--- src/rtl/uram_arb_pkg.sv ---
// Shared types for the URAM port arbiter: tag carried down the read-latency
// pipeline, FSM state encoding and the read-latency helper.
package uram_arb_pkg;

  // Requester ids fit in 3 bits because NREQ is limited to 2..8.
  localparam int ID_W = 3;
  localparam int NBPIPE_DEF = 3;
  localparam int LAT = NBPIPE_DEF + 1;

  typedef struct packed {
    logic            is_read;
    logic [ID_W-1:0] id;
  } tag_t;

  typedef enum logic [0:0] {
    INIT = 1'b0,
    RUN  = 1'b1
  } state_t;

  // Command-to-dout latency of a wrapper built with the given output pipeline.
  function automatic int uram_lat(input int nbpipe);
    return nbpipe + 1;
  endfunction

endpackage

--- src/rtl/uram_port_arbiter_rr_arbiter.sv ---
// Generic N-way round-robin arbiter: grants the first request at or after the
// pointer; the pointer moves past the winner whenever update_i is high.
module rr_arbiter
  import uram_arb_pkg::*;
#(
  parameter int N = 4
) (
  input  logic            clk_i,
  input  logic            rst_i,
  input  logic [N-1:0]    req_i,
  input  logic            update_i,
  output logic [N-1:0]    grant_o,
  output logic [ID_W-1:0] grant_id_o,
  output logic            grant_valid_o
);

  logic [ID_W-1:0] ptr_q, ptr_d;

  function automatic int wrapIdx(input int base, input int off);
    int sum;
    sum = base + off;
    return (sum >= N) ? sum - N : sum;
  endfunction

  always_comb begin
    grant_o       = '0;
    grant_id_o    = '0;
    grant_valid_o = 1'b0;
    for (int off = 0; off < N; off++) begin
      if (!grant_valid_o && req_i[wrapIdx(int'(ptr_q), off)]) begin
        grant_valid_o                       = 1'b1;
        grant_id_o                          = ID_W'(wrapIdx(int'(ptr_q), off));
        grant_o[wrapIdx(int'(ptr_q), off)]  = 1'b1;
      end
    end
  end

  always_comb begin
    ptr_d = ptr_q;
    if (update_i && grant_valid_o) begin
      ptr_d = (int'(grant_id_o) == N - 1) ? '0 : grant_id_o + ID_W'(1);
    end
  end

  always_ff @(posedge clk_i) begin
    if (rst_i) begin
      ptr_q <= '0;
    end else begin
      ptr_q <= ptr_d;
    end
  end

endmodule

--- src/rtl/uram_port_arbiter.sv ---
// Round-robin sharing of one UltraRAM port between NREQ requesters, with
// read-return routing and optional post-reset zero sweep. URAM_ARB_STATS_EN adds grant counters.
module uram_port_arbiter
  import uram_arb_pkg::*;
#(
  parameter int NREQ      = 4,
  parameter int AWIDTH    = 12,
  parameter int DWIDTH    = 72,
  parameter int NBPIPE    = 3,
  parameter int INIT_ZERO = 1
) (
  input  logic                   clk_i,
  input  logic                   rst_i,
  input  logic [NREQ-1:0]        req_valid_i,
  output logic [NREQ-1:0]        req_ready_o,
  input  logic [NREQ-1:0]        req_we_i,
  input  logic [NREQ*AWIDTH-1:0] req_addr_i,
  input  logic [NREQ*DWIDTH-1:0] req_wdata_i,
  output logic [NREQ-1:0]        resp_valid_o,
  output logic [DWIDTH-1:0]      resp_data_o,
  output logic                   init_done_o,
  output logic                   uram_en_o,
  output logic                   uram_we_o,
  output logic [AWIDTH-1:0]      uram_addr_o,
  output logic [DWIDTH-1:0]      uram_din_o,
  input  logic [DWIDTH-1:0]      uram_dout_i
`ifdef URAM_ARB_STATS_EN
  ,
  output logic [NREQ*32-1:0]     grant_cnt_o
`endif
);

  localparam int PIPE_LAT = uram_lat(NBPIPE);
  localparam state_t RESET_STATE = (INIT_ZERO != 0) ? INIT : RUN;

  state_t state_q, state_d;
  logic [AWIDTH:0]   initCnt_q, initCnt_d;
  logic              uramEn_q, uramEn_d;
  logic              uramWe_q, uramWe_d;
  logic [AWIDTH-1:0] uramAddr_q, uramAddr_d;
  logic [DWIDTH-1:0] uramDin_q, uramDin_d;
  logic [ID_W-1:0]   cmdId_q, cmdId_d;
  tag_t              tagPipe_q [PIPE_LAT];
  tag_t              tagIn_d;
  tag_t              tagOut;
  logic [NREQ-1:0]   respValid_q, respValid_d;
  logic [DWIDTH-1:0] respData_q, respData_d;

  logic              arbEn;
  logic [NREQ-1:0]   reqMasked;
  logic [NREQ-1:0]   grant;
  logic [ID_W-1:0]   grantId;
  logic              grantValid;

  // Requests are only visible to the arbiter while running and out of reset.
  assign arbEn     = (state_q == RUN) && !rst_i;
  assign reqMasked = req_valid_i & {NREQ{arbEn}};

  rr_arbiter #(
    .N(NREQ)
  ) u_rr (
    .clk_i         (clk_i),
    .rst_i         (rst_i),
    .req_i         (reqMasked),
    .update_i      (1'b1),
    .grant_o       (grant),
    .grant_id_o    (grantId),
    .grant_valid_o (grantValid)
  );

  assign req_ready_o = grant;
  assign init_done_o = arbEn;

  always_comb begin
    state_d    = state_q;
    initCnt_d  = initCnt_q;
    uramEn_d   = 1'b0;
    uramWe_d   = 1'b0;
    uramAddr_d = uramAddr_q;
    uramDin_d  = uramDin_q;
    cmdId_d    = cmdId_q;
    case (state_q)
      INIT: begin
        // The top counter bit marks that the last address is already on the port.
        if (initCnt_q[AWIDTH]) begin
          state_d = RUN;
        end else begin
          uramEn_d   = 1'b1;
          uramWe_d   = 1'b1;
          uramAddr_d = initCnt_q[AWIDTH-1:0];
          uramDin_d  = '0;
          initCnt_d  = initCnt_q + (AWIDTH+1)'(1);
        end
      end
      RUN: begin
        if (grantValid) begin
          uramEn_d = 1'b1;
          cmdId_d  = grantId;
          for (int i = 0; i < NREQ; i++) begin
            if (grant[i]) begin
              uramWe_d   = req_we_i[i];
              uramAddr_d = req_addr_i[i*AWIDTH +: AWIDTH];
              uramDin_d  = req_wdata_i[i*DWIDTH +: DWIDTH];
            end
          end
        end
      end
      default: state_d = RESET_STATE;
    endcase
  end

  // The tag enters the pipeline alongside the command on the port, so its
  // tail lines up with the cycle the read data shows up on uram_dout_i.
  always_comb begin
    tagIn_d.is_read = uramEn_q && !uramWe_q;
    tagIn_d.id      = cmdId_q;
    tagOut          = tagPipe_q[PIPE_LAT-1];
    respValid_d     = '0;
    respData_d      = respData_q;
    if (tagOut.is_read) begin
      respData_d = uram_dout_i;
      for (int i = 0; i < NREQ; i++) begin
        if (int'(tagOut.id) == i) begin
          respValid_d[i] = 1'b1;
        end
      end
    end
  end

  always_ff @(posedge clk_i) begin
    if (rst_i) begin
      state_q     <= RESET_STATE;
      initCnt_q   <= '0;
      uramEn_q    <= 1'b0;
      uramWe_q    <= 1'b0;
      uramAddr_q  <= '0;
      uramDin_q   <= '0;
      cmdId_q     <= '0;
      respValid_q <= '0;
      respData_q  <= '0;
      for (int k = 0; k < PIPE_LAT; k++) begin
        tagPipe_q[k] <= '0;
      end
    end else begin
      state_q      <= state_d;
      initCnt_q    <= initCnt_d;
      uramEn_q     <= uramEn_d;
      uramWe_q     <= uramWe_d;
      uramAddr_q   <= uramAddr_d;
      uramDin_q    <= uramDin_d;
      cmdId_q      <= cmdId_d;
      respValid_q  <= respValid_d;
      respData_q   <= respData_d;
      tagPipe_q[0] <= tagIn_d;
      for (int k = 1; k < PIPE_LAT; k++) begin
        tagPipe_q[k] <= tagPipe_q[k-1];
      end
    end
  end

  assign uram_en_o    = uramEn_q;
  assign uram_we_o    = uramWe_q;
  assign uram_addr_o  = uramAddr_q;
  assign uram_din_o   = uramDin_q;
  assign resp_valid_o = respValid_q;
  assign resp_data_o  = respData_q;

`ifdef URAM_ARB_STATS_EN
  logic [31:0] grantCnt_q [NREQ];

  // Counters stick at all-ones rather than wrapping.
  always_ff @(posedge clk_i) begin
    if (rst_i) begin
      for (int i = 0; i < NREQ; i++) begin
        grantCnt_q[i] <= '0;
      end
    end else begin
      for (int i = 0; i < NREQ; i++) begin
        if (grant[i] && (grantCnt_q[i] != '1)) begin
          grantCnt_q[i] <= grantCnt_q[i] + 32'd1;
        end
      end
    end
  end

  for (genvar g = 0; g < NREQ; g++) begin : gen_cnt_out
    assign grant_cnt_o[g*32 +: 32] = grantCnt_q[g];
  end
`endif

endmodule
--- config.mk ---
export PLATFORM = sky130hd
export DESIGN_NAME = uram_port_arbiter
export DESIGN_NICKNAME = d
export VERILOG_FILES = /design/src/rtl/uram_arb_pkg.sv /design/src/rtl/uram_port_arbiter_rr_arbiter.sv /design/src/rtl/uram_port_arbiter.sv
export SDC_FILE = /design/constraint.sdc
export NUM_CORES = 1
export LEC_CHECK = 0
export BUFFER_PORTS_ARGS = -buffer_cell sky130_fd_sc_hd__buf_2
export CAP_MARGIN = 0
export CORE_AREA = 2 2 228 230
export DETAILED_ROUTE_END_ITERATION = 10
export DIE_AREA = 0 0 230 232
export HOLD_SLACK_MARGIN = 0.06
export PLACE_DENSITY_LB_ADDON = 0.08
export SKIP_CTS_REPAIR_TIMING = 1
export SLEW_MARGIN = 25
export SYNTH_ARGS = -nofsm -noshare
export SYNTH_HDL_FRONTEND = slang
export SYNTH_SLANG_ARGS = --single-unit
--- constraint.sdc ---
create_clock -name clk_i -period 6.4 [get_ports clk_i]
set_input_delay 1.28 -clock clk_i [delete_from_list [all_inputs] [get_ports clk_i]]
set_output_delay 1.28 -clock clk_i [all_outputs]
set_load 0.05 [all_outputs]
Yosys cells after proc, flatten, opt, wreduce, memory -nomap -nowiden
Memories as Yosys holds them, arrays and structs flattened. Cells that the tools add are included.

Memories kept: 1. Output and inout port bits: 167. Word-level logic and storage cells: 144. Latch bits: 0. Input port bits: 418. ROM bits: 0. Bits in registers: 182. RAM bits: 16.

Memory list: tagPipe_q (words 4, bits a word 4, read ports 4, clocked after memory_dff 0, wr ports 4, line uram_port_arbiter.sv:43) `tag_t tagPipe_q [PIPE_LAT];`.

Shifts and indexed selects: 0. $mul: 0. Div/mod/pow operators: 0. Muxes and demuxes: 74. Add/subtract/negate cells: 9. Equal/unequal tests: 7. Bitwise logic cells: 11. Reduce and logical (&&, ||, !) cells: 19. Order comparisons: 12.

Operator list (count): two-way mux 72 bit (6); one-hot mux 72 bit (2 select lines) (1); greater-or-equal comparator 32 x 1 -> 1 bit (second input constant) (4); less-than comparator 32 x 4 -> 1 bit (second input constant) (4); two-way mux 32 bit (4); greater-or-equal comparator 32 x 4 -> 1 bit (second input constant) (3); subtractor 32 x 4 -> 32 bit (second input constant) (3); two-way mux 12 bit (6); two-way mux 1 bit (32); two-way mux 4 bit (8); one-hot mux 12 bit (2 select lines) (1); two-way mux 3 bit (5); adder 13 x 1 -> 13 bit (second input constant) (1); two-way mux 13 bit (1); OR 4 bit (3); equality test 3 bit (second input constant) (3); logical AND 1 bit (9); adder 3 x 2 -> 4 bit (second input constant) (2); binary-select mux 1 bit (select 2 bit) (4); demux 1 bit (select 2 bit) (4); zero test 1 bit (5); != test 5 bit (second input constant) (1); adder 3 x 1 -> 4 bit (second input constant) (1); AND 4 bit (1); other kinds (13) (20).

Logic depth before layout (Yosys ltp)
Word-level depth: 22. Gate-level depth with buffers: 14. Depth with buffers taken out: 10.

Modules after synthesis
From an unflattened synthesis, not the netlist that was laid out.

Cells, all modules: 1035. Area, all modules: 9731.8 um^2.

By module, submodules not included: uram_port_arbiter (instances 1, area each 9077.5 um^2, cells an instance 956); rr_arbiter (instances 1, area each 654.4 um^2, cells an instance 79).

Worst setup path before layout
Ideal clock, no wire load.

Kind: in2out. Start point: input req_valid_i[1]. End point: output req_ready_o[3]. Setup slack: 1716 ps. Path buffers: 2. Stages on the path: 7. Arrival: 3404 ps. Cell sequence: clkbuf_1 or3b_2 a21o_1 a221oi_1 a221oi_4 inv_2 clkbuf_1.

Cells in the longest elaborated chain, start to end: 14. Elaborated cells on any way between the ends: 29. Classes of those cells: mux (19); bitwise (4); reduce/logical (6).

Ends and longest elaborated chain: start: declaration (line uram_port_arbiter.sv:14) `input logic [NREQ-1:0] req_valid_i,`; AND 4 bit * (line uram_port_arbiter.sv:57) `assign reqMasked = req_valid_i & {NREQ{arbEn}};`; binary-select mux 1 bit (select 2 bit) (line uram_port_arbiter_rr_arbiter.sv:30) `if (!grant_valid_o && req_i[wrapIdx(int'(ptr_q), off)]) begin`; two-way mux 1 bit (not written as such) (2 in a row) (line uram_port_arbiter_rr_arbiter.sv:30); two-way mux 1 bit (line uram_port_arbiter_rr_arbiter.sv:30); zero test 1 bit (line uram_port_arbiter_rr_arbiter.sv:30); logical AND 1 bit (line uram_port_arbiter_rr_arbiter.sv:30); two-way mux 1 bit (line uram_port_arbiter_rr_arbiter.sv:30); zero test 1 bit (line uram_port_arbiter_rr_arbiter.sv:30); logical AND 1 bit (line uram_port_arbiter_rr_arbiter.sv:30); two-way mux 1 bit (line uram_port_arbiter_rr_arbiter.sv:30); zero test 1 bit (line uram_port_arbiter_rr_arbiter.sv:30); logical AND 1 bit (line uram_port_arbiter_rr_arbiter.sv:30); two-way mux 4 bit * (line uram_port_arbiter_rr_arbiter.sv:30); end: declaration (line uram_port_arbiter.sv:15) `output logic [NREQ-1:0] req_ready_o,`.

Mark *: on every way between the ends. The rest lies on a longest branch, timed or not. The select of a mux whose other input is x is not followed.

Final worst setup path
Start point: register u_rr.ptr_q[0]. End point: output req_ready_o[3].

Cells in the longest elaborated chain, start to end: 15. Elaborated cells on any way between the ends: 63. Classes of those cells: add/sub (7); order compare (12); mux (31); bitwise (3); reduce/logical (10).

Ends and longest elaborated chain: start: declaration (line uram_port_arbiter_rr_arbiter.sv:17) `logic [ID_W-1:0] ptr_q, ptr_d;`; start signal: assignment (line uram_port_arbiter_rr_arbiter.sv:49) `ptr_q <= ptr_d;`; branches (longest 14 deep; another with subtractor 32 x 4 -> 32 bit); two-way mux 4 bit * (line uram_port_arbiter_rr_arbiter.sv:30).

Mark *: on every way between the ends. The select of a mux whose other input is x is not followed.

==> results.yml <==
final_layout:
  areaGrowthSynthToFinish_pct: 39.5
  post-route-util_pct: 27.4
  num-nets-final: 2173
  mostFrequentLayoutCells: "583 x buf_2, 300 x a21oi_1, 197 x dfxtp_1"
  drive_gt1_share_pct: 37.0
  final_common_cell: "buf_2"
global_routing:
  track_usage_pct: 18.3
  antenna_found_initial: 28
  grt_pass1_vias: 11200
  grt.overflow.total: 0
  grt_pass1_wl_um: 72500
  grt_max_degree: 86
pwr:
  p_leak_nw: 6.56
  vdd_drop_max_uv: 221
  power_density_nw_per_um2: 183
setup_path:
  reg2reg_from: "u_rr.ptr_q[0]"
  critPathArrivalTime_ps: 4100
  critPathKind: "reg2out"
  r2r-end: "uram_din_o[38]"
  r2r_slack_ps: 1510
  worstPathMaxFanout: 23
  worstPathRequired_ps: 5120
  cp-start-kind: "flip-flop"
  critPathCaptureType: "output pin"
  worstSetupStartpoint: "u_rr.ptr_q[0]"
  rr_worst_depth: 11
detailed_routing:
  firstDrtPassIters: 5
  drtIter0Drc: 475
  finalWirelength_um: 50400
  drt-vias-per-instance: 4.59
  drc: 0
  final_antenna_net_count: 0
  routed-via-count: 11200
  wl_per_cell_um: 20.6
sta:
  relSlewSlack_pct: 31.2
  rsz0062_at_grt: "false"
  tns_ps: 0
  finalSetupViolCount: 0
  fmax_mhz: 186
  maxSlewViolCount: 0
  worst_clock_skew_ps: 9.59
  min_period_ps: 5380
  worstMarginPinSlew_ps: 1030
  finalHoldViolCount: 0
  fin_crit_sh_pct: 84.0
job:
  max_cap_violations: 0
worst_hold_path:
  hold_path.startpoint: "tagPipe_q[0][11]"
  hold_depth: 1
  hold_class: "reg2reg"
  hold_end: "tagPipe_q[0][15]"
floorplan:
  die_h_um: 232
  dieArea_um2: 53400
  rows: 83
  core_um2: 50900
  num_io_pins: 585
  die_w_um: 230
  initial_core_util_pct: 19.7
synthesis:
  synth_area_leaders: "dfxtp_1 40%, a21oi_1 15%, mux2i_1 7.6%"
  synth.net_count: 1671
  ys.flop_type: "dfxtp_1"
  ys_ff_latch: 198
  yosysUniqueCellTypes: 55
  synth_edf_count: 0
  synth_top_family_by_area: "compound AO/OA/AOI/OAI gates"
  syn_area_um2: 10000
  synth_compound_area_share_pct: 32.6
  ys_seq_area_share_pct: 39.6
  avgSynthCellArea_um2: 8.05
  ys_async_sr_fraction_pct: 0
  synth-xor-area-share_pct: 0.700
  synth_mux_area_share_pct: 8.01
  synth_top_cell_area_share_pct: 39.6
  yosys.area_share.simple_pct: 12.2
  synthAdderAreaFrac_pct: 1.12
  yosysWarnings: 0
  syn_inst: 1244
  synth_top_area_cell: "dfxtp_1"
clocking:
  cts_made_buffers: 17
  max-clock-path-buffers: 2
  cts_tree: "yes"
  cts.sink_count: 198
  insertion_delay_ps: 490
  cts_root_buf: "clkbuf_16"
  htreeDepth: 4
  clk_pin_slew_ps: 70
place:
  dp_hpwl_um: 38500
  portBuffers: 584
  place_congestion: 0.815
status:
  status: "completed"
==> state kept, by name, indices dropped and copies added, names as in the netlist <==
name	cells
resp_data_o	72
uram_din_o	72
tagPipe_q	16
initCnt_q	13
uram_addr_o	12
resp_valid_o	4
cmdId_q	3
u_rr.ptr_q	3
state_q	1
uram_en_o	1
uram_we_o	1
==> Yosys cell counts (2+ instances only) <==
| cell type | count |
|---|---|
| inv_1 | 4 |
| nand4_1 | 4 |
| mux2_4 | 2 |
| a211oi_1 | 28 |
| xor2_1 | 7 |
| and3_1 | 4 |
| buf_1 | 11 |
| o22ai_1 | 2 |
| nor2b_1 | 16 |
| a221oi_1 | 2 |
| o21a_1 | 2 |
| inv_2 | 3 |
| or3b_1 | 2 |
| nor4_1 | 2 |
| ha_1 | 9 |
| a21o_1 | 78 |
| and4_1 | 2 |
| mux2i_1 | 76 |
| or3_1 | 4 |
| buf_2 | 13 |
| a32o_1 | 11 |
| nor2_1 | 101 |
| a21oi_1 | 300 |
| a2111o_1 | 2 |
| clkbuf_1 | 80 |
| nor3_1 | 3 |
| o31a_1 | 11 |
| dfxtp_1 | 198 |
| nand4bb_1 | 2 |
| or3b_2 | 4 |
| a211o_1 | 3 |
| nand3b_1 | 6 |
| buf_6 | 11 |
| buf_4 | 2 |
| o211ai_1 | 14 |
| nor3b_1 | 3 |
| o32ai_1 | 4 |
| o21ai_0 | 89 |
| nand2_1 | 113 |
==> power breakdown <==
part	switching (W)	total [W]	internal [W]
sequential	0.00000563	0.00124	0.00124
clock	0.000555	0.00107	0.000515
combinational	0.000110	0.000242	0.000132
total	0.000671	0.00256	0.00188
==> kinds of logic after synthesis <==
family	after synthesis
DFF	198
and+or+nand+nor	273
adders and majority gates	9
AOI/OAI and AO/OA	553
buffers and inverters	124
xor gates and xnor gates	8
muxes	79
==> final cells by class <==
type                    instances  area [um2]
fillers                      5732       36900
multi-input cells             922        5500
flip-flops and latches        198        3970
repair buffers                600        3050
well taps                     680         851
clock buffers                  20         447
clock inverters                12        93.8
diodes                         12        30.0
inverters                       7        28.8
==> worst max-delay path, stage by stage, from the launching register on <==
cell and delay [ps]:
dfxtp_1 710, inv_1 280, ha_1 520, or3b_1 440
o22ai_2 390, a221oi_1 160, a221oi_4 360, clkinv_2 380
buf_2 350
==> worst max path at each step <==
stage	end	cells after the start
2_1_floorplan	req_ready_o[3]	7
3_3_place_gp	req_ready_o[3]	7
3_5_place_dp	req_ready_o[3]	7
4_1_cts	req_ready_o[3]	8
5_1_grt	req_ready_o[3]	8
6_report	req_ready_o[3]	8
==> per-layer routing <==
| metal | track usage (%) | routed length [um] | vias to the layer above |
|---|---|---|---|
| met3 | 7.01 | 4060 | 88 |
| met5 | 0 | 164 | - |
| met2 | 32.4 | 25400 | 413 |
| met1 | 20.1 | 19600 | 5243 |
| met4 | 5.89 | 1240 | 26 |
| li1 | - | - | 5472 |
==> through the flow <==
step / instance area [um2] / hold WS (ps) / setup slack (ps) / power, W / std cells
3_3_place_gp: 13400 / 414 / 1570 / 0.00152 / 2407
3_5_place_dp: 13400 / 424 / 1530 / 0.00152 / 2407
2_1_floorplan: 10000 / 414 / 1720 / 0.00136 / 1244
4_1_cts: 13900 / 441 / 975 / 0.00262 / 2439
5_1_grt: 13900 / 446 / 723 / 0.00269 / 2445
6_report: 14000 / 439 / 1020 / 0.00256 / 2451
Power figures use the tool's default switching activity.
